`config.mk`:
```
export PLATFORM = sky130hd
export DESIGN_NAME = uart_tx_arbiter
export DESIGN_NICKNAME = d
export VERILOG_FILES = /design/src/rtl/uart_tx_arbiter.sv
export SDC_FILE = /design/constraint.sdc
export NUM_CORES = 1
export LEC_CHECK = 0
export BUFFER_PORTS_ARGS = -buffer_cell sky130_fd_sc_hd__buf_2
export CAP_MARGIN = 5
export CORE_MARGIN = 3
export CORE_UTILIZATION = 38
export DETAILED_ROUTE_END_ITERATION = 12
export HOLD_SLACK_MARGIN = 0.06
export PLACE_DENSITY = 0.84
export SLEW_MARGIN = 20
export SYNTH_ARGS = -nofsm -noshare
export SYNTH_HDL_FRONTEND = slang
export SYNTH_SLANG_ARGS = --single-unit
export TNS_END_PERCENT = 20
```
`constraint.sdc`:
```
create_clock -name i_clk -period 1.79 [get_ports i_clk]
set_clock_uncertainty 0.1 [all_clocks]
set_input_delay 0.179 -clock i_clk [delete_from_list [all_inputs] [get_ports i_clk]]
set_output_delay 0.179 -clock i_clk [all_outputs]
set_load 0.01 [all_outputs]
```
`src/rtl/uart_tx_arbiter.sv`:
```
// uart_tx_arbiter: packet-granular round-robin arbiter that shares one buffered
// UART transmitter between N byte-stream requesters. A byte is written only when
// the transmitter FIFO fill is below 2^D - MARGIN, so the FIFO cannot overflow.
// Optional feature: define UART_ARB_TIMEOUT_EN to abandon a packet whose owner
// keeps REQ low mid-packet for T consecutive CHECK cycles.
module uart_tx_arbiter #(
    parameter int unsigned N      = 2,
    parameter int unsigned D      = 5,
    parameter int unsigned MARGIN = 2,
    parameter int unsigned T      = 255
) (
    input  logic           i_clk,
    input  logic           i_reset,
    input  logic [N-1:0]   i_req,
    input  logic [N-1:0]   i_last,
    input  logic [8*N-1:0] i_data,
    output logic [N-1:0]   o_ack,
    output logic [N-1:0]   o_grant,
    output logic           o_busy,
    output logic           o_err,
    output logic           o_tx_we,
    output logic           o_tx_a,
    output logic [31:0]    o_tx_wd,
    input  logic [31:0]    i_tx_rd
);

    localparam int unsigned PW    = (N > 1) ? $clog2(N) : 1;
    localparam int unsigned LIMIT = (1 << D) - MARGIN;

    typedef enum logic [1:0] {
        StIdle,
        StCheck,
        StWrite
    } state_e;

    state_e        r_state;
    logic [PW-1:0] r_ptr;
    logic [PW-1:0] r_owner;
    logic [N-1:0]  r_grant;
    logic [N-1:0]  r_ack;
    logic          r_err;
    logic          r_tx_we;
    logic          r_tx_a;
    logic [31:0]   r_tx_wd;

    logic [PW-1:0] w_pick;
    logic          w_pick_valid;
    logic [PW-1:0] w_scan;
    logic [PW-1:0] w_next_ptr;
    logic          w_owner_req;
    logic          w_owner_last;
    logic [7:0]    w_owner_data;
    logic          w_room;
    logic          w_unused;

`ifdef UART_ARB_TIMEOUT_EN
    localparam int unsigned CW = $clog2(T + 1);
    logic [CW-1:0] r_cnt;
`else
    logic          w_unused_timeout;
    assign w_unused_timeout = (T != 0);
`endif

    // Status bits other than overflow and fill are not needed here.
    assign w_unused = ^{i_tx_rd[31], i_tx_rd[29:8]};

    assign w_owner_req  = i_req[r_owner];
    assign w_owner_last = i_last[r_owner];
    assign w_owner_data = i_data[{r_owner, 3'b000} +: 8];
    assign w_next_ptr   = (r_owner == PW'(N - 1)) ? '0 : r_owner + 1'b1;
    // Fill is zero-extended to 9 bits so 2^D = 256 still compares correctly.
    assign w_room       = {1'b0, i_tx_rd[7:0]} < 9'(LIMIT);

    // Round-robin search: first set REQ bit at or above r_ptr, wrapping modulo N.
    always_comb begin
        w_pick       = r_ptr;
        w_pick_valid = 1'b0;
        w_scan       = '0;
        for (int unsigned k = 0; k < N; k++) begin
            w_scan = PW'((32'(r_ptr) + k) % N);
            if (!w_pick_valid && i_req[w_scan]) begin
                w_pick       = w_scan;
                w_pick_valid = 1'b1;
            end
        end
    end

    // Arbiter FSM with registered transmitter-side outputs.
    always_ff @(posedge i_clk) begin
        if (i_reset) begin
            r_state <= StIdle;
            r_ptr   <= '0;
            r_owner <= '0;
            r_grant <= '0;
            r_ack   <= '0;
            r_err   <= 1'b0;
            r_tx_we <= 1'b0;
            r_tx_a  <= 1'b1;
            r_tx_wd <= '0;
`ifdef UART_ARB_TIMEOUT_EN
            r_cnt   <= '0;
`endif
        end else begin
            // Outputs default to the status-read view; only the WRITE state overrides.
            r_ack   <= '0;
            r_tx_we <= 1'b0;
            r_tx_a  <= 1'b1;
            r_tx_wd <= '0;
            unique case (r_state)
                StIdle: begin
                    if (w_pick_valid) begin
                        r_owner <= w_pick;
                        r_grant <= {{(N - 1){1'b0}}, 1'b1} << w_pick;
                        r_state <= StCheck;
                    end
                end
                StCheck: begin
                    r_err <= r_err | i_tx_rd[30];
                    if (!w_owner_req) begin
`ifdef UART_ARB_TIMEOUT_EN
                        if (r_cnt == CW'(T - 1)) begin
                            r_grant <= '0;
                            r_ptr   <= w_next_ptr;
                            r_cnt   <= '0;
                            r_state <= StIdle;
                        end else begin
                            r_cnt <= r_cnt + 1'b1;
                        end
`endif
                    end else begin
`ifdef UART_ARB_TIMEOUT_EN
                        r_cnt <= '0;
`endif
                        if (w_room) begin
                            r_ack   <= r_grant;
                            r_tx_we <= 1'b1;
                            r_tx_a  <= 1'b0;
                            r_tx_wd <= {24'd0, w_owner_data};
                            r_state <= StWrite;
                        end
                    end
                end
                StWrite: begin
`ifdef UART_ARB_TIMEOUT_EN
                    r_cnt <= '0;
`endif
                    if (w_owner_last) begin
                        r_grant <= '0;
                        r_ptr   <= w_next_ptr;
                        r_state <= StIdle;
                    end else begin
                        r_state <= StCheck;
                    end
                end
                default: r_state <= StIdle;
            endcase
        end
    end

    assign o_ack   = r_ack;
    assign o_grant = r_grant;
    assign o_busy  = |r_grant;
    assign o_err   = r_err;
    assign o_tx_we = r_tx_we;
    assign o_tx_a  = r_tx_a;
    assign o_tx_wd = r_tx_wd;

endmodule

```
# Yosys cells after proc, flatten, opt, wreduce, memory -nomap -nowiden
# Cells that the tools add are included.
[word_totals] word_cells=61 inputBits=54 ff_bits=43
[op_classes] muxes=22 n_reduce_logical=11 n_eq_ne=6 shift=2 order_cmp=4 bitwise=4 add_sub_neg=2
[ops] op="16-bit by 5-bit variable part select with 8-bit output" n=1
[ops] op="1-bit two-way mux" n=15
[ops] op="2-bit two-way mux" n=5
[ops] op="8-bit by 5-bit < comparator with 1-bit output (second input constant)" n=1
[ops] op="2-bit inequality test (second input constant)" n=4
[ops] op="1-bit by 2-bit < comparator with 1-bit output (second input constant)" n=3
[ops] op="2-bit one-hot mux with 3 select lines" n=1
[ops] op="3-bit AND reduction" n=2
[ops] op="2-bit one-hot mux with 2 select lines" n=1
[ops] op="2-bit AND reduction" n=2
[ops] op="4-bit OR reduction" n=1
[ops] op="1-bit inverter" n=3
[ops] op="3-bit OR reduction" n=1
[ops] op="1-bit adder (second input constant)" n=2
[ops] op="2-bit by 1-bit equality test with 1-bit output (second input constant)" n=1
[ops] op="2-bit equality test (second input constant)" n=1
[ops] op="2-bit logical NOT" n=1
[ops] op="2-bit nonzero test" n=1
[ops] op="2-bit OR reduction" n=1
[ops] op="1-bit by 1-bit left shift with 2-bit output (first input constant)" n=1
[ops] op="1-bit logical AND" n=1
[ops] op="1-bit logical NOT" n=1
[ops] op="1-bit bitwise OR" n=1

# Longest topological paths before layout
# Gate-level depths: netlist of run 1.
[logic_depth] ltp_word=9 ltp_mapped=4 ltp_nobuf=3

# Worst setup path after synthesis of run 1
# OpenSTA, ideal clock, no wires.
[synth_timing] path_kind="register -> register" startpoint="register r_owner" endpoint="register r_tx_wd[0], in the netlist o_tx_wd[0]" n_path_buf=1 arrival_time_ps=1001 setup_time_ps=123 required_ps=1567 period_less_slack_ps=1224 path_stages_with_launch=5 slack_ps=566 path_cell_list="dfxtp_1 mux2_1 nand3_2 buf_4 nor3_2"
[synth_via] elab_chain_len=4
[synth_lines] item="from (decl)" line_no="38" source="logic [PW-1:0] r_owner;"
[synth_lines] item="from (signal assigned)" line_no="112" source="r_owner <= w_pick;"
[synth_lines] item="branches (longest 4 deep; another with 16-bit by 5-bit variable part select with 8-bit output)"
[synth_lines] item="to (signal assigned)" line_no="138" source="r_tx_wd <= {24'd0, w_owner_data};"
[synth_lines] item="to (decl)" line_no="44" source="logic [31:0] r_tx_wd;"
# Several ways; the timed one is not identified. The select of a mux whose other input is x is not followed.
# A chain may end at the register's enable or synchronous reset.

# Worst setup path after layout of run 1
[layout_timing] startpoint="register r_owner" endpoint="register r_tx_wd[7], in the netlist o_tx_wd[7]"
# The elaborated chain is that of the path after synthesis.

==> metrics.md, run 1 <==
| Metric | Value |
|---|---|
| Hpwl dp | between 1500 and 2000 µm |
| Critical path's slowest cell | dlygate4sd3_1 |
| Max cap viols | 0 |
| CP startpoint kind | flip-flop |
| PortBufs | 45 |
| Max incr delay on CP | around 600 ps |
| Top-Level Pins | between 90 and 100 |
| Initial antenna violation count | 0 |
| Max frequency | about 0.6 GHz |
| Placed Area | about 1100 µm² |
| Setup Fix Bufs, Post-CTS | 0 |
| Mean Syn Cell Area | 9.56 µm² |
| Via count | ~840 |
| Leak Pwr | 0.591 nW |
| CP Buf/Inv Count | 2 |
| Count of final hold-check violations | 0 |
| First-pass GRT wire length | ~3400 µm |
| Num CTS Buffers | 3 |
| Final period utilization | between 90% and 100% |
| DR WL/cell | ~11 µm |
| Setup TNS | 0 ps |
| Pwr/cell area | approximately 670 nW/µm² |
| All-Layer GR Usage | approximately 14% |
| Synthesis-stage register bit count | 19 |
| Design Area, Final | about 1300 µm² |
| Die area | between 3000 and 4000 µm² |
| CP Capture Type | flip-flop |
| Status | finished, final reports clean |
| Post-route ant nets | 0 |
| CTS Sinks | 19 |
| YS warnings | 0 |
| Syn Std Cell Area | around 970 µm² |
| Starting density of the core | 41.7% |
| Slew Limit Fails | 0 |
| Power, Total | 0.000839 W |
| Core area | 2320 µm² |
| CP required | around 1900 ps |
| Final Wtd Congestion | 0.779 |
| Psw | approximately 0.00023 W |
| Arrival time of the worst setup path | roughly 1800 ps |
| Number of global-route vias before repair | just under 800 |
| ANT cells | 0 |
| Fillers | ~200 |
| Via/cell ratio | between 4 and 5 |
| Row count | 17 |
| Worst Path Max Fanout | 10 |
| Fin nets | 213 |
| Sequence of cells on the critical path | buf_4, mux2i_1, dlygate4sd3_1, nor3_2 |
| Power Internal | roughly 0.00061 W |
| Iter 0 DRT Violations | 8 |
| Most common cell after layout, fill and taps aside | buf_2 |
| Post-layout minimum cycle time | ~1700 ps |
| Maximum vdd drop | between 0.4 and 0.5 mV |
| TritonCTS clock tree | built |
| Sw Share | between 20% and 30% |
| Reg power frac | 53.3% |
| Clock power frac | between 20 and 25% |
| Skew-Pair Late Insertion Delay | 290 ps |
| Global route overflow | 0 |
| Clock buffer depth | 2 |
| Root Driver | clkbuf_4 |
| Kind of critical path | reg -> reg |
| Finish-stage setup viols | 0 |
| Die height | 56.4 µm |
| Final WL | 2130 µm |
| Seq/Total Area, Yosys | 39.4% |
| Ratio of cells with drive above 1 in the final layout | a little under two fifths |
| Tightest Hold Check Type | in -> reg |
| Comb pwr share | 22.0% |
| Die Wd | roughly 56 µm |
| Pin count of the biggest net entering global routing | 15 |
| Clk pin slew, worst setup/hold paths | 100 ps |
| Count of cell types in the netlist | 24 |
| DR pass1 iterations | 4 |
| Most frequent cells in the layout | buf_2, conb_1, dfxtp_1, dlygate4sd3_1, mux2i_1 |
| H-tree levels | 1 |
| Area growth syn-to-layout | 30.1% |
| Gate count of the mapped netlist | approximately 100 |
| Top Family by Delay on Critical Path | buffers and inverters |
| RSZ-0062 raised after global routing | no |
| DRC | 0 |
==> cell type report <==
cell class / instances / area (µm²) / area share, %
repair buffers: 57 / 340 / 27.1
clock buffers: 4 / 26.3 / 2.09
multi-input cells: 74 / 459 / 36.6
inverters: 4 / 15.0 / 1.20
flip-flops and latches: 19 / 380 / 30.3
well taps: 28 / 35.0 / 2.79
==> metrics by stage <==
step	util [%]	hold slack (ps)	setup WS [ps]	instances
2_1_floorplan	-	148	566	124
3_3_place_gp	48.7	295	424	172
3_5_place_dp	48.7	314	407	172
4_1_cts	54.2	63.7	146	186
5_1_grt	54.2	88.9	12.5	186
6_report	54.2	81.9	116	186
==> what timing repair did <==
action,4_1_cts,5_1_grt
endpoints found under the hold margin,9,0
resized for setup,0,0
hold buffers,10,0
==> logic make-up (layout without fill, tap and decap cells) <==
logic type / count (synthesis) / count (layout) / synth area share [%]
AO/OA/AOI/OAI: 12 / 12 / 8.55
buffers and inverters: 31 / 65 / 22.0
flip-flops: 19 / 19 / 39.4
multiplexers: 10 / 10 / 10.5
other: 1 / 24 / 0.388
AND/OR/NAND/NOR: 28 / 28 / 19.2
==> power groups by stage <==
stage,sequential (W),combinational [W],clock [W]
6_report,0.000447,0.000185,0.000207
3_5_place_dp,0.000457,0.000162,0
2_1_floorplan,0.000459,0.000136,0
3_3_place_gp,0.000456,0.000156,0
4_1_cts,0.000447,0.000183,0.000221
5_1_grt,0.000450,0.000202,0.000242
==> worst min-delay path, delay by kind of cell <==
kind | cells | cell delay (ps)
mux | 1 | 50
simple gates | 1 | 110
buf+inv | 1 | 80
==> path summary, 6_finish.rpt <==
kind	start	slack [ps]	to	cells after the start
setup / recovery	r_owner	120	o_tx_wd[7]	4
hold / removal	i_data[13]	80	o_tx_wd[5]	3
setup reg to reg	r_owner	120	o_tx_wd[7]	4
hold reg to reg	o_grant[1]	400	o_ack[1]	2
==> registers in the layout, indices dropped and copies added (netlist names) <==
signal	cells
o_ack	2
r_state	2
r_ptr	1
o_tx_wd	8
o_err	1
o_tx_we	1
o_grant	2
r_owner	1
o_tx_a	1
==> layer usage <==
| layer | global-route usage, % | vias up | wire length [µm] |
|---|---|---|---|
| li1 | - | 413 | - |
| met1 | 13.8 | 361 | 751 |
| met2 | 25.5 | 60 | 1090 |
| met3 | 4.37 | 2 | 278 |
| met4 | 6.10 | 0 | 12 |
| met5 | 0 | - | 0 |
==> cells in the mapped netlist, drive strengths merged <==
cell / instances / share of area (%)
nand4: 1 / 0.65
o221ai: 2 / 1.8
a21oi: 4 / 2.1
dfxtp: 19 / 39
mux2: 1 / 1.2
mux2i: 9 / 9.3
a211o: 1 / 0.91
or3: 2 / 1.3
a22o: 1 / 0.91
buf: 27 / 20
and2: 1 / 0.65
nor2: 6 / 2.3
nor3: 11 / 9.8
nand2b: 2 / 1.3
nand2: 2 / 0.78
or2: 2 / 1.3
o21ai: 2 / 1.0
a32o: 1 / 1.0
o211ai: 1 / 0.78
nand3: 1 / 1.0
conb: 1 / 0.39
inv: 4 / 1.6
Note: power is estimated with default switching activity, not from simulation.
==> run 2, diff against run 1 <==
--- a/config.mk
+++ b/config.mk
@@ -11,4 +11,5 @@
 export CORE_UTILIZATION = 38
 export DETAILED_ROUTE_END_ITERATION = 12
+export GPL_TIMING_DRIVEN = 0
 export HOLD_SLACK_MARGIN = 0.06
 export PLACE_DENSITY = 0.84
==> constraint.sdc (replaced) <==
create_clock -name i_clk -period 1.79 [get_ports i_clk]
set_clock_uncertainty 0.1 [all_clocks]
set_input_delay 0.2685 -clock i_clk [delete_from_list [all_inputs] [get_ports i_clk]]
set_output_delay 0.2685 -clock i_clk [all_outputs]
set_load 0.01 [all_outputs]
==> metrics.md, run 2 (synthesized netlist as in run 1, its figures left out) <==
| Metric | Value |
|---|---|
| Post-route ant nets | 0 |
| CP required | 1880 ps |
| Maximum vdd drop | 0.413 mV |
| Num CTS Buffers | 3 |
| Setup TNS | 0 ps |
| Placed Area | between 1000 and 1500 µm² |
| Global route overflow | 0 |
| Pin count of the biggest net entering global routing | 11 |
| CP Capture Type | flip-flop |
| Post-CTS sizing | 0 |
| Max frequency | 0.748 GHz |
| Psw | between 0.0002 and 0.00025 W |
| Finish-stage setup viols | 0 |
| Hpwl dp | 1860 µm |
| Status | finished, final reports clean |
| Core area | approximately 2300 µm² |
| Arrival time of the worst setup path | about 1400 ps |
| Ratio of cells with drive above 1 in the final layout | around half |
| Fin nets | about 230 |
| Worst Path Max Fanout | 10 |
| Initial antenna violation count | 0 |
| Most frequent cells in the layout | buf_2, buf_4, conb_1, dfxtp_1, mux2i_1 |
| Skew-Pair Late Insertion Delay | around 300 ps |
| Leak Pwr | 0.683 nW |
| Final period utilization | around three quarters |
| DR WL/cell | ~11 µm |
| Max cap viols | 0 |
| TritonCTS clock tree | built |
| Post-layout util | 57.7% |
| Slew Limit Fails | 0 |
| ANT cells | 0 |
| Power Internal | roughly 0.00062 W |
| Design Area, Final | approximately 1300 µm² |
| Starting density of the core | a little over two fifths |
| Top-Level Pins | 94 |
| CTS Sinks | 19 |
| Final Wtd Congestion | around 0.76 |
| Cts hold-fix bufs | 0 |
| Reg power frac | between 50% and 60% |
| CP startpoint kind | flip-flop |
| Clock power frac | approximately a quarter |
| All-Layer GR Usage | roughly 15% |
| Via count | 850 |
| Sw Share | between 20% and 30% |
| First-pass GRT wire length | roughly 3600 µm |
| H-tree levels | 1 |
| Via/cell ratio | approximately 4.2 |
| Dpl cells | approximately 200 |
| Die Wd | 56.4 µm |
| Clock buffer depth | 2 |
| Root Driver | clkbuf_4 |
| Pwr/cell area | 646 nW/µm² |
| Area growth syn-to-layout | 38.6% |
| Count of final hold-check violations | 0 |
| DR pass1 iterations | 4 |
| RSZ-0062 raised after global routing | no |
| Iter 0 DRT Violations | 9 |
| Number of global-route vias before repair | ~860 |
| Max reg flops | 8 |
| PortBufs | 45 |
| Clk pin slew, worst setup/hold paths | ~100 ps |
| Final WL | approximately 2200 µm |
| Die area | roughly 3200 µm² |
| Die height | 56.4 µm |
| Row count | 17 |
| Comb pwr share | roughly a quarter |
| Non-filler cells, final | around 200 |
| Setup Fix Bufs, Post-CTS | 0 |
| Most common cell after layout, fill and taps aside | buf_2 |
| DRC | 0 |
| Kind of critical path | reg -> reg |
| Post-layout minimum cycle time | between 1000 and 1500 ps |
| Tightest Hold Check Type | in -> reg |
## run 2: cell count changes in the layout (fill, tap and decap cells not counted), sizes merged
| cell | change |
|---|---|
| buf | +25 |
| dlygate4sd3 | -10 |
## run 2: power groups by stage
stage          registers [W]  logic, W  clock network [W]
2_1_floorplan       0.000459  0.000136                  0
3_3_place_gp        0.000456  0.000193                  0
3_5_place_dp        0.000457  0.000200                  0
4_1_cts             0.000448  0.000201           0.000225
5_1_grt             0.000452  0.000225           0.000247
6_report            0.000447  0.000202           0.000216
## run 2: routing by layer
metal | global-route usage, % | wire length (µm)
met3 | 5.06 | 291
met2 | 26.0 | 1040
met1 | 14.6 | 782
met4 | 7.80 | 46
met5 | 0 | 0
## run 2: path summary, 6_finish.rpt
| path | from | endpoint | slack [ps] | cells after the start |
|---|---|---|---|---|
| setup / recovery | r_owner | o_tx_wd[7] | 450 | 4 |
| hold / removal | i_tx_rd[30] | o_err | 80 | 2 |
| setup reg to reg | r_owner | o_tx_wd[7] | 450 | 4 |
| hold reg to reg | o_grant[0] | o_ack[0] | 390 | 2 |
## run 2: final cells by class
type	count	area, µm²
multi-input combinational	74	459
sequential	19	380
fill	216	980
timing repair buffer	45	225
inverter	4	15.0
tap	28	35.0
buffer	27	198
clock buffer	4	26.3
## run 2: metrics by stage
step / setup slack (ps) / hold slack [ps] / total power (W)
after CTS: 447 / 72.9 / 0.000874
after floorplan: 566 / 238 / 0.000596
after global placement: 478 / 362 / 0.000650
final: 452 / 81.2 / 0.000865
after detailed placement: 457 / 381 / 0.000658
after global routing: 385 / 72.3 / 0.000923
## run 2: worst max-delay path: stages, from the launching register on
cell and delay [ps]:
dfxtp_1 390, mux2_1 360, nand3_2 110, buf_4 210
nor3_2 60
==> run 3, diff against run 2 <==
ABC_AREA = 1   (was unset)
CORE_UTILIZATION = 32   (was 38)
PLACE_DENSITY = 0.75   (was 0.84)
clock period = 1.1 ns   (was 1.79 ns; I/O delays follow)
==> metrics.md, run 3 <==
| Metric | Value |
|---|---|
| Num CTS Buffers | 3 |
| Sequence of cells on the critical path | o21ai_2, nand4_4, buf_8, nor2_2 |
| Iter 0 DRT Violations | 18 |
| Clock power frac | 23.0% |
| Design Area, Final | ~1600 µm² |
| Status | complete, but fails checks |
| Tightest Hold Check Type | in -> reg |
| Pin count of the biggest net entering global routing | 12 |
| Mean Syn Cell Area | around 8.6 µm² |
| Worst R2R Start | r_owner |
| Stages on the worst setup path | 4 |
| Ratio of cells with drive above 1 in the final layout | 51.0% |
| Max cap viols | 0 |
| Kind of critical path | reg -> reg |
| Post-synth EDFFs | 0 |
| Reg power frac | about 50% |
| Most common cell after layout, fill and taps aside | buf_2 |
| Async SR Flop Fraction | 0% |
| Cells on worst reg2reg path | 4 |
| Top cells by count, synth | buf_4, dfxtp_1, nand2_1 |
| Fillers | around 260 |
| Clock buffer depth | 2 |
| Post-layout minimum cycle time | ~1100 ps |
| Max incr delay on CP | between 300 and 400 ps |
| Number of global-route vias before repair | roughly 830 |
| H-tree levels | 1 |
| Pwr/cell area | around 940 nW/µm² |
| Critical hold path startpoint | i_tx_rd[6] |
| Finish-stage setup viols | 11 |
| Comb pwr share | 27.9% |
| TritonCTS clock tree | built |
| Hold slack final | between 70 and 80 ps |
| YS warnings | 0 |
| PortBufs | between 40 and 50 |
| Dpl ws | -115 ps |
| Count of cell types in the netlist | 18 |
| Global route overflow | 0 |
| Fin worst setup slack | -41.8 ps |
| DR WL/cell | between 9 and 10 µm |
| Syn Std Cell Area | roughly 960 µm² |
| Clk pin slew, worst setup/hold paths | between 100 and 150 ps |
| FF-to-FF setup slack | -40 ps |
| Worst hold path depth | 4 |
| Maximum vdd drop | between 0.3 and 0.4 mV |
| Initial antenna violation count | 0 |
| Most frequent cells in the layout | buf_2, buf_4, conb_1, dlygate4sd3_1, dfxtp_1 |
| CTS Sinks | 19 |
| RSZ-0062 raised after global routing | yes |
| Max frequency | 0.876 GHz |
| Worst Path Max Fanout | 10 |
| CP Buf/Inv Count | 1 |
| CP required | 1240 ps |
| Sw Share | roughly 28% |
| CP startpoint kind | flip-flop |
| Via count | 936 |
| Violated checks | negative setup slack |
| Slew Limit Fails | 0 |
| Gate count of the mapped netlist | between 100 and 150 |
| CP Capture Type | flip-flop |
| Psw | 0.000411 W |
| Final Wtd Congestion | between 0.7 and 0.8 |
| Top cell type's share of synthesized area | 39.7% |
| Leak Pwr | roughly 0.83 nW |
| Fin nets | around 260 |
| Arrival time of the worst setup path | around 1300 ps |
| Root Driver | clkbuf_4 |
| Synthesis-stage register bit count | 19 |
| Starting density of the core | between 30% and 40% |
| Area growth syn-to-layout | 65.8% |
| Row count | 19 |
| R2R Path End | o_tx_wd[2] |
| Top-Level Pins | between 90 and 100 |
| Synth area leaders | dfxtp_1, buf_4, mux2i_1 |
| Hpwl dp | 1620 µm |
| Power Internal | around 0.0011 W |
| Most used DFF post-synth | dfxtp_1 |
| Die Wd | between 60 and 70 µm |
| Die area | between 3000 and 4000 µm² |
| Worst hold endpoint | o_ack[0] |
| Post-route ant nets | 0 |
| Final WL | roughly 2300 µm |
| Via/cell ratio | 3.98 |
| Seq/Total Area, Yosys | between 30% and 40% |
| DR pass1 iterations | 4 |
| Critical path's slowest cell | dfxtp_4 |
| Core area | approximately 2800 µm² |
| Count leader, synth | buf_4 |
| First-pass GRT wire length | about 3200 µm |
| Max reg flops | 8 |
| Count of final hold-check violations | 0 |
| Leading area contributor after synthesis | dfxtp_1 |
| Final period utilization | 104% |
| Top Family by Delay on Critical Path | flip-flops |
| Skew-Pair Late Insertion Delay | 290 ps |
| Placed Area | 1310 µm² |
| ANT cells | 0 |
| Die height | 60.7 µm |
| All-Layer GR Usage | 11.6% |
| DRC | 0 |
==> run 3: how the worst max path moves through the flow <==
stage | from | end
after detailed placement | r_owner | r_state[0]
after floorplan | r_owner | r_state[0]
after global routing | r_state[0] | o_tx_wd[2]
final | r_owner | o_tx_wd[2]
after CTS | r_state[0] | o_tx_wd[2]
after global placement | r_owner | r_state[0]
==> run 3: metal layers <==
layer	track usage [%]	vias up	share of wire (%)
met2	22.1	38	54
met3	2.13	0	7.3
met4	4.64	0	0
met1	12.3	404	39
li1	-	494	-
met5	0	-	0
==> run 3: stage by stage <==
| stage | total power, W | utilization [%] | instances | TNS, ps |
|---|---|---|---|---|
| floorplan | 0.000961 | - | 135 | 0 |
| global placement | 0.00105 | 46.7 | 211 | -627 |
| detailed placement | 0.00106 | 46.7 | 211 | -888 |
| CTS | 0.00149 | 55.6 | 235 | -541 |
| global route | 0.00157 | 56.6 | 235 | -1150 |
| finish | 0.00149 | 56.6 | 235 | -315 |
==> run 3: worst reg2reg max path: cells and delay by family, from the launching register on <==
kind	cells	cell delay, ps
compound gates	1	200
flops	1	380
buf+inv	1	180
simple gates	2	230
==> run 3: power by group through the flow <==
| stage | logic [W] | registers [W] | clock network (W) |
|---|---|---|---|
| floorplan | 0.000214 | 0.000747 | 0 |
| global placement | 0.000310 | 0.000743 | 0 |
| detailed placement | 0.000313 | 0.000744 | 0 |
| CTS | 0.000391 | 0.000731 | 0.000365 |
| global route | 0.000453 | 0.000734 | 0.000384 |
| finish | 0.000415 | 0.000731 | 0.000342 |
==> run 3: cells by family after synthesis <==
group,Yosys count,synth area share [%]
AO/OA/AOI/OAI,12,7.44
buffers and inverters,38,25.5
flip-flops,19,39.7
multiplexers,8,8.36
other,1,0.391
AND/OR/NAND/NOR,34,18.7
==> run 3: cell type report <==
| class | count | area [µm²] | share of cell area, % |
|---|---|---|---|
| multi-input cells | 78 | 437 | 27.5 |
| repair buffers | 65 | 437 | 27.5 |
| flip-flops and latches | 19 | 389 | 24.5 |
| plain buffers | 26 | 215 | 13.5 |
| inverters | 12 | 45.0 | 2.83 |
| well taps | 31 | 38.8 | 2.44 |
| clock buffers | 3 | 22.5 | 1.42 |
| clock inverters | 1 | 5.00 | 0.315 |
==> run 3: timing repair <==
item | 4_1_cts | 5_1_grt
pin swaps | 1 | 0
hold buffers | 18 | 0
setup endpoints to repair | 16 | 18
endpoints found under the hold margin | 13 | 0
resized for setup | 12 | 9
setup buffers | 2 | 0
cloned | 0 | 0
